--- config.mk ---
export PLATFORM = sky130hd
export DESIGN_NAME = if_id_buffer
export DESIGN_NICKNAME = d
export VERILOG_FILES = /design/src/rtl/if_id_buffer.sv
export SDC_FILE = /design/constraint.sdc
export NUM_CORES = 1
export LEC_CHECK = 0
export ABC_CLOCK_PERIOD_IN_PS = 16500
export BUFFER_PORTS_ARGS = -buffer_cell sky130_fd_sc_hd__buf_2
export CAP_MARGIN = 20
export CORE_AREA = 2 2 109 111
export CTS_CLUSTER_SIZE = 25
export DETAILED_ROUTE_END_ITERATION = 8
export DIE_AREA = 0 0 111 113
export PLACE_DENSITY = 0.7
export SLEW_MARGIN = 5
export SYNTH_ARGS = -nofsm -noshare
export SYNTH_HDL_FRONTEND = slang
export SYNTH_SLANG_ARGS = --single-unit
--- constraint.sdc ---
create_clock -name clock -period 16.5 [get_ports clock]
set_clock_uncertainty 0.15 [all_clocks]
set_input_delay 3.3 -clock clock [delete_from_list [all_inputs] [get_ports clock]]
set_output_delay 3.3 -clock clock [all_outputs]
set_load 0.02 [all_outputs]
--- src/rtl/if_id_buffer.sv ---
// Two-entry IF/ID decoupling FIFO with valid/ready on both sides and branch flush.
// Optional IFID_STATS_EN adds saturating stall and flush counters.
module if_id_buffer #(
   parameter int                 LARGURA   = 32,
   parameter logic [LARGURA-1:0] NOP_INSTR = '0
) (
   input  logic               clock,
   input  logic               reset,
   input  logic               in_valido,
   output logic               in_pronto,
   input  logic [LARGURA-1:0] pc4_in,
   input  logic [LARGURA-1:0] instrucao_in,
   input  logic               flush,
   output logic               out_valido,
   input  logic               out_pronto,
   output logic [LARGURA-1:0] pc4_out,
   output logic [LARGURA-1:0] instrucao_out
`ifdef IFID_STATS_EN
   ,
   output logic [15:0]        stall_ciclos,
   output logic [15:0]        flush_total
`endif
);

   logic [LARGURA-1:0] pc4_mem   [2];
   logic [LARGURA-1:0] instr_mem [2];
   logic               wr_ptr;
   logic               rd_ptr;
   logic [1:0]         count;
   logic               push;
   logic               pop;

   // Ready depends only on registered occupancy, so decode's ready never reaches fetch.
   assign in_pronto  = (count != 2'd2) && !reset;
   assign out_valido = (count != 2'd0);
   assign push       = in_valido && in_pronto;
   assign pop        = out_valido && out_pronto;

   assign pc4_out       = out_valido ? pc4_mem[rd_ptr]   : '0;
   assign instrucao_out = out_valido ? instr_mem[rd_ptr] : NOP_INSTR;

   always_ff @(posedge clock or posedge reset) begin
      if (reset) begin
         count  <= 2'd0;
         wr_ptr <= 1'b0;
         rd_ptr <= 1'b0;
      end else if (flush) begin
         count  <= 2'd0;
         wr_ptr <= 1'b0;
         rd_ptr <= 1'b0;
      end else begin
         if (push) wr_ptr <= ~wr_ptr;
         if (pop)  rd_ptr <= ~rd_ptr;
         case ({push, pop})
            2'b10:   count <= count + 2'd1;
            2'b01:   count <= count - 2'd1;
            default: count <= count;
         endcase
      end
   end

   // Storage carries no reset; stale entries are unreachable once count is cleared.
   always_ff @(posedge clock) begin
      if (push && !flush) begin
         pc4_mem[wr_ptr]   <= pc4_in;
         instr_mem[wr_ptr] <= instrucao_in;
      end
   end

`ifdef IFID_STATS_EN
   function automatic logic [15:0] sat_inc(input logic [15:0] v);
      return (v == 16'hFFFF) ? v : v + 16'd1;
   endfunction

   always_ff @(posedge clock or posedge reset) begin
      if (reset) begin
         stall_ciclos <= 16'd0;
         flush_total  <= 16'd0;
      end else begin
         if (out_valido && !out_pronto) stall_ciclos <= sat_inc(stall_ciclos);
         if (flush)                     flush_total  <= sat_inc(flush_total);
      end
   end
`endif

endmodule

# ---- Word-level counts from Yosys, hierarchy flattened
# Memories as Yosys holds them, arrays and structs flattened.
# Index checks and enable logic that the tools add are counted.
dict set report totals {
  ff_bits 4
  ramBits 128
  in_bits 69
  out_inout_bits 66
  elab_cells 32
  n_memories 2
}
# memory depth word_bits read_ports rd_ports_with_merged_regs write_ports line_no
set mem_list {}
lappend mem_list {instr_mem 2 32 1 0 1 26} ;# logic [LARGURA-1:0] instr_mem [2];
lappend mem_list {pc4_mem 2 32 1 0 1 25} ;# logic [LARGURA-1:0] pc4_mem [2];
dict set report classes {
  add_sub_neg 2
  eq_ne 3
  mux 10
  bitwise_logic 2
  n_reduce_logical 10
}
# operator count
set ops {}
lappend ops {{32-bit 2-to-1 mux} 2}
lappend ops {{1-bit 2-to-1 mux} 6}
lappend ops {{2-bit nonzero test} 3}
lappend ops {{1-bit logical AND} 4}
lappend ops {{2-bit case mux with 2 select lines} 1}
lappend ops {{3-bit nonzero test} 1}
lappend ops {{2-bit by 1-bit adder with 2-bit output, second input constant} 1}
lappend ops {{2-bit by 1-bit == test with 1-bit output, second input constant} 1}
lappend ops {{2-bit == test, second input constant} 1}
lappend ops {{1-bit logical NOT} 2}
lappend ops {{2-bit 2-to-1 mux} 1}
lappend ops {{2-bit != test, second input constant} 1}
lappend ops {{1-bit NOT} 2}
lappend ops {{2-bit by 1-bit subtractor with 2-bit output, second input constant} 1}

# ---- Logic depth before layout (Yosys ltp)
# Gate-level depths: netlist of run 1.
dict set report logic_depth {
  word_depth 6
  mapped_depth 4
  ltp_nobuf 3
}

# ---- Least setup slack after synthesis of run 1
# OpenSTA, ideal clock, no wires.
dict set report synth_path {
  path_kind {input-to-reg}
  start {input reset}
  end {memory instr_mem[1][0] (enable)}
  setup_ns 0.666
  arrival_ns 10.106
  t_required_ns 15.684
  slack_ns 5.578
  cell_stages 2
  path_buffers 0
  path_cell_list {nand2b_1 -> nor4b_1}
}
dict set report synth_via {
  elab_chain_len 6
}
# item line_no
set synth_lines {}
lappend synth_lines {{start, declared} 8} ;# input logic reset,
lappend synth_lines {{1-bit logical NOT (no source line)} --}
lappend synth_lines {{1-bit logical AND} 34} ;# assign in_pronto = (count != 2'd2) && !reset;
lappend synth_lines {{1-bit logical AND} 36} ;# assign push = in_valido && in_pronto;
lappend synth_lines {{1-bit logical AND} 64} ;# if (push && !flush) begin
lappend synth_lines {{1-bit 2-to-1 mux} 64}
lappend synth_lines {{1-bit 2-to-1 mux (not written as such)} 66} ;# instr_mem[wr_ptr] <= instrucao_in;
lappend synth_lines {{end, declared} 26}
# Every way passes these cells.

# ---- Worst setup path after layout of run 1
dict set report layout_path {
  start {input reset}
  end {output in_pronto}
}
dict set report layout_via {
  elab_chain_len 2
}
# item line_no
set layout_lines {}
lappend layout_lines {{1-bit logical NOT (no source line)} --}
lappend layout_lines {{1-bit logical AND} 34}
lappend layout_lines {{end, declared} 10} ;# output logic in_pronto,
# Every way passes these cells.

==> results of run 1 <==
[tightest hold or removal path, cell delays in order (launching register included)]
cell     delay [ps]
dfrtp_1         400
o21ai_0          80
a21oi_1          60
[sequential cells by signal (all words and copies together), names as in the netlist]
| register | count |
|---|---|
| instr_mem | 64 |
| pc4_mem | 64 |
| count | 2 |
| rd_ptr | 1 |
| wr_ptr | 1 |
[path summary, 6_finish.rpt]
kind / slack (ps) / to / depth (start not counted)
min: 440 / wr_ptr / 2
max reg2reg: 14360 / pc4_mem[1][20] / 3
max in group asynchronous: 13370 / rd_ptr / 2
min reg2reg: 440 / wr_ptr / 2
min in group asynchronous: 2660 / rd_ptr / 2
max: 9370 / in_pronto / 3
[cell type report]
cell class	count	area, um2	share of cell area
clock buffer	19	432.9	0.06640
clock inverter	13	183.9	0.02821
inverter	2	7.507	0.001151
multi-input combinational	149	1033	0.1585
sequential	132	3948	0.6055
tap	143	178.9	0.02744
timing repair buffer	140	735.7	0.1128
[layer usage]
layer	share of wire	global-route usage	routed length, um	up-vias
met2	0.52	0.2654	4779	83
met4	0.013	0.07667	124	0
li1	-	-	-	1403
met3	0.049	0.04178	448	11
met1	0.42	0.1791	3881	1401
met5	0	0	0	-
[kinds of logic after synthesis]
kind of cell / count (synthesis) / share of synthesized area
muxes: 64 / 0.1269
buffers and inverters: 16 / 0.01785
AOI/OAI and AO/OA: 8 / 0.009670
and+or+nand+nor: 76 / 0.06247
xor gates and xnor gates: 1 / 0.001736
DFF: 132 / 0.7814
[per-stage QoR]
step / worst slack, ps / instance area (um2)
6_report: 9370 / 6520
5_1_grt: 9314 / 6520
4_1_cts: 9368 / 6492
3_5_place_dp: 9368 / 5876
3_3_place_gp: 9375 / 5876
2_1_floorplan: 5578 / 5047
[synth_stat cells (all sizes together), types with 2 or more instances]
library cell / number
clkbuf: 2
edfxtp: 128
nor2: 67
a21oi: 2
nor2b: 2
mux2i: 64
inv: 2
buf: 12
o21ai: 2
dfrtp: 4
[power by group through the flow]
| stage | clock, uW | sequential (uW) | combinational (uW) |
|---|---|---|---|
| 3_3_place_gp | 0 | 390 | 53.9 |
| 4_1_cts | 394 | 383 | 55.3 |
| 2_1_floorplan | 0 | 386 | 37.0 |
| 6_report | 384 | 380 | 58.1 |
| 3_5_place_dp | 0 | 390 | 55.1 |
| 5_1_grt | 408 | 381 | 63.5 |
==> flow_summary.yaml, run 1 <==
clock_tree:
  htreeDepth: 4
  cts_buffers: 17
  cts_sinks: 132
  clk_pin_slew_ps: 50
  hold_buffers: 0
  clk_latency_ps: 390
  cts_tree: "built"
  clockBufferDepth: 2
  clk_root_buffer_cell: "clkbuf_16"
  post_cts_buffers: 0
  ctsResizeCount: 0
timing:
  slew_violations: 0
  worstMarginPinSlew_ps: 627.7
  slew_headroom: 0.5815
  setup_violations: 0
  max_freq_ghz: 0.1402
  hold_viol_final: 0
  final.setup.tns_ps: 0
  finalCritPeriodShare: 0.4321
  fin_hold_ws_ps: 440.8
  finalCriticalPeriod_ps: 7130
  rsz0062_at_grt: "no"
global_routing:
  overflow: 0
  grt_usage: 0.1540
  antenna_found_initial: 0
  grt_max_degree: 66
  grt_pass1_wl_um: 14770
  first_global_vias: 3071
hold_path:
  holdCritStartpoint: "wr_ptr"
  hold_class: "register to register"
floorplan:
  core_mm2: 0.01127
  die_y_um: 113
  die_w_um: 111
  io_pins: 135
  initial_core_util: 0.4478
  num_rows: 39
  dieArea_mm2: 0.01254
route:
  finalWirelength_um: 9233
  drc: 0
  routed_via_density: 4.846
  wl_per_cell_um: 15.44
  vias: 2898
  dr.pass1.iters: 4
  drtIter0Drc: 137
  drtAntennaViolNets: 0
power:
  power_frac_clock: 0.467
  peakVddDrop_mv: 0.08653
  leakage_uw: 0.002473
  power_switching_uw: 170.8
  pwr-share-comb: 0.071
  p_seq_frac: 0.462
  power_density_mw_per_mm2: 126.1
  p_sw_frac: 0.2078
  p_total_uw: 822.0
  internal_power_uw: 651.1
critical_path:
  crit_type: "primary input to primary output"
  cp-startpoint: "reset"
  cp_common_cell: "buf_2"
  startpoint_type: "primary input"
  crit_family: "buffers and inverters"
  setup.worst_path.end_class: "primary output"
  worstPathCellList: "buf_2 > nor2_1 > buf_2"
  cp_max_fo: 5
  cpPeakStageDelay_ps: 170
  cp.required_ps: 13050
  worstPathArrival_ps: 3680
  worst-path-buf-inv: 2
  r2r-start: "count[1]"
  crit_slowest_cell: "buf_2"
finish:
  post-route-util: 0.5784
  n_antenna_cell: 0
  layout_common_cells: "134 x buf_2, 128 x edfxtp_1, 66 x nor2_1, 64 x mux2i_1, 17 x clkbuf_16"
  fill_cells: 922
  final_common_cell: "buf_2"
  stdcell_count: 598
  area_growth_pct: 29.18
  drive_above_1_share: 0.3846
  nNetsFinal: 511
synth:
  synthTopCellsByArea: "edfxtp_1 76%, mux2i_1 13%, nor2_1 5.0%"
  seq_area_frac_synth: 0.7814
  synth_top_cell_by_area: "edfxtp_1"
  synth_seq_cells: 132
  syn_nets: 366
  synth_edf_count: 128
  async_flop_share: 0.03030
  ys_types: 23
  synth_top_area_frac: 0.7615
  synthFlopType: "edfxtp_1"
  synthCells: 297
  syn_area_per_cell_um2: 16.99
  yosysWarningCount: 0
  syn_area_mm2: 0.005047
placement:
  placed_cells: 565
  post-dp-hpwl_um: 5757
  place_congestion: 0.7456
  portBuffers: 134
status:
  status: "complete, no violations"
flow_run:
  maxCapViolCount: 0
Power figures use the tool's default switching activity.
==> run 2: changes to the inputs <==
- ABC_AREA: not set -> 1
- ABC_CLOCK_PERIOD_IN_PS: 16500 -> 6800
- clock period: 16.5 -> 6.8 ns (I/O delays scaled with it)
==> run 2 against run 1 <==
- sequential share of layout area rose by 0.94 points
- wire length rose by 13%
- synthesized area rose by 0.12%
- register-to-register slack got worse by 9900 ps
- global-route usage rose by 1.6 points
- cell area fell by 1.6%
- largest cell class unchanged
- sequential power rose by 140%
- sequential cell count did not move
- critical path depth rose by 3
==> flow_summary.yaml, run 2 <==
timing:
  setup_violations: 0
  slew_violations: 0
  hold_viol_final: 0
  slew_headroom: 0.4278
  finalCriticalPeriod_ps: 3918
  final.setup.tns_ps: 0
  finalCritPeriodShare: 0.5762
  max_freq_ghz: 0.2552
  worstMarginPinSlew_ps: 858.3
  rsz0062_at_grt: "no"
placement:
  dpl-instance-area_mm2: 0.005834
  place_congestion: 0.8026
  portBuffers: 134
  post-dp-hpwl_um: 6226
clock_tree:
  cts_buffers: 17
  post_cts_buffers: 0
  clk_latency_ps: 400
  clockBufferDepth: 2
  cts_sinks: 132
  ctsResizeCount: 0
  hold_buffers: 0
  htreeDepth: 4
  clk_pin_slew_ps: 60
  cts_tree: "built"
  clk_root_buffer_cell: "clkbuf_16"
synth:
  seq_area_frac_synth: 0.7804
  synth_simple_gate_area_frac: 0.1146
  synth_top_family_by_area: "simple AND/OR/NAND/NOR gates"
  synth_seq_cells: 132
  synth_compound_area_frac: 0.07081
  synth_top_area_frac: 0.7606
  syn_area_mm2: 0.005054
  synth_xor_area_frac: 0
  synth_edf_count: 128
  synthCells: 380
  synthTopCellsByArea: "edfxtp_1 76%, nand2_1 10%, a21oi_1 6.4%"
  synthFlopType: "edfxtp_1"
  syn_area_per_cell_um2: 13.30
  async_flop_share: 0.03030
  synth_top_cell_by_area: "edfxtp_1"
  post-synth-top-count-cell: "nand2_1"
  ys_types: 18
  synth_fa_ha_area_frac: 0
  syn_nets: 449
  synthTopCellsByCount: "137 x nand2_1, 128 x edfxtp_1, 65 x a21oi_1, 12 x buf_2, 7 x inv_1"
  yosys-mux-area-fraction: 0
  yosysWarningCount: 0
hold_path:
  holdPathStages: 1
  holdCritStartpoint: "wr_ptr"
  hold_class: "register to register"
  min_to: "wr_ptr"
critical_path:
  r2r-start: "count[0]"
  setup.worst_path.end_class: "primary output"
  r2r-end: "pc4_mem[1][19]"
  cp_max_fo: 65
  cp.required_ps: 5290
  startpoint_type: "register"
  r2r_cells: 5
  crit_type: "register to primary output"
  rrSetupSlack_ps: 4470
  worstPathArrival_ps: 2410
floorplan:
  initial_core_util: 0.4483
  die_w_um: 111
  dieArea_mm2: 0.01254
  core_mm2: 0.01127
  io_pins: 135
  die_y_um: 113
  num_rows: 39
finish:
  layout_common_cells: "137 x nand2_1, 134 x buf_2, 128 x edfxtp_1, 65 x a21oi_1, 17 x clkbuf_16"
  n_antenna_cell: 0
  fill_cells: 944
  nNetsFinal: 586
  stdcell_area_mm2: 0.006416
  final_common_cell: "nand2_1"
  area_growth_pct: 26.96
  reg.largest.list: "instr_mem (64), pc4_mem (64), count (2)"
  register_area_mm2: 0.003945
  drive_above_1_share: 0.3434
  multiInputGateArea_um2: 959.7
route:
  wl_per_cell_um: 15.53
  finalWirelength_um: 10450
  drtAntennaViolNets: 0
  drc: 0
  dr.pass1.iters: 4
  vias: 3338
  routed_via_density: 4.960
  drtIter0Drc: 209
global_routing:
  grt_usage: 0.1695
  grt_pass1_wl_um: 16240
  overflow: 0
  grt_max_degree: 67
  first_global_vias: 3258
  antenna_found_initial: 0
power:
  peakVddDrop_mv: 0.2205
  leakage_uw: 0.002603
  power_density_mw_per_mm2: 325.0
status:
  status: "complete, no violations"
flow_run:
  maxCapViolCount: 0
[run 2: changes by cell type after synthesis, sizes merged, moves of 2 or more]
cell,previous run,this run
nand2,1,138
a21oi,2,67
mux2i,64,0
nand3,0,4
buf,12,19
nor2,67,5
nor2b,2,0
nand4,0,2
inv,2,8
[run 2: cell type report]
| type | instances | share of cell area |
|---|---|---|
| clock buffers | 17 | 0.06630 |
| well taps | 143 | 0.02789 |
| repair buffers | 139 | 0.1123 |
| flip-flops and latches | 132 | 0.6149 |
| inverters | 8 | 0.004680 |
| clock inverters | 15 | 0.02438 |
| multi-input cells | 219 | 0.1496 |
[run 2: through the flow]
step | hold WS (ps) | utilization | total power [uW] | setup slack, ps | std cells
2_1_floorplan | 331.4 | - | 1131 | 1661 | 380
3_3_place_gp | 422.3 | 0.5158 | 1220 | 3069 | 640
3_5_place_dp | 441.7 | 0.5176 | 1227 | 3266 | 641
4_1_cts | 450.1 | 0.5692 | 2108 | 2816 | 673
5_1_grt | 510.0 | 0.5692 | 2168 | 2695 | 673
6_report | 457.2 | 0.5692 | 2085 | 2882 | 673
[run 2: how the worst max path moves through the flow]
| stage | from | endpoint | slack [ps] |
|---|---|---|---|
| after global placement | rd_ptr | pc4_out[11] | 3070 |
| after global routing | rd_ptr | pc4_out[10] | 2690 |
| after detailed placement | rd_ptr | pc4_out[11] | 3270 |
| after CTS | rd_ptr | instrucao_out[14] | 2820 |
| final | rd_ptr | instrucao_out[14] | 2880 |
| after floorplan | reset | instr_mem[0][0] | 1660 |
[run 2: layer usage]
metal | wire [um] | up-vias | GRT usage
li1 | - | 1613 | -
met1 | 4462 | 1589 | 0.2054
met2 | 5010 | 122 | 0.2740
met3 | 819 | 14 | 0.06695
met4 | 160 | 0 | 0.07000
met5 | 0 | - | 0
[run 2: power breakdown]
group	leakage [uW]	switching [uW]	internal (uW)
clock	0.000284	337	541
sequential	0.00121	7.92	916
combinational	0.00110	200	82.2
[run 2: worst max-delay path, cell delays in order (launching register included)]
cell and delay, ps:
dfrtp_2 340, buf_4 560, inv_2 430, buf_12 290
nand2_1 90, a21oi_1 70, buf_2 200
[run 2: cell families after synthesis]
group / after synthesis
AND/OR/NAND/NOR: 149
flip-flops: 132
buffers and inverters: 29
AO/OA/AOI/OAI: 70
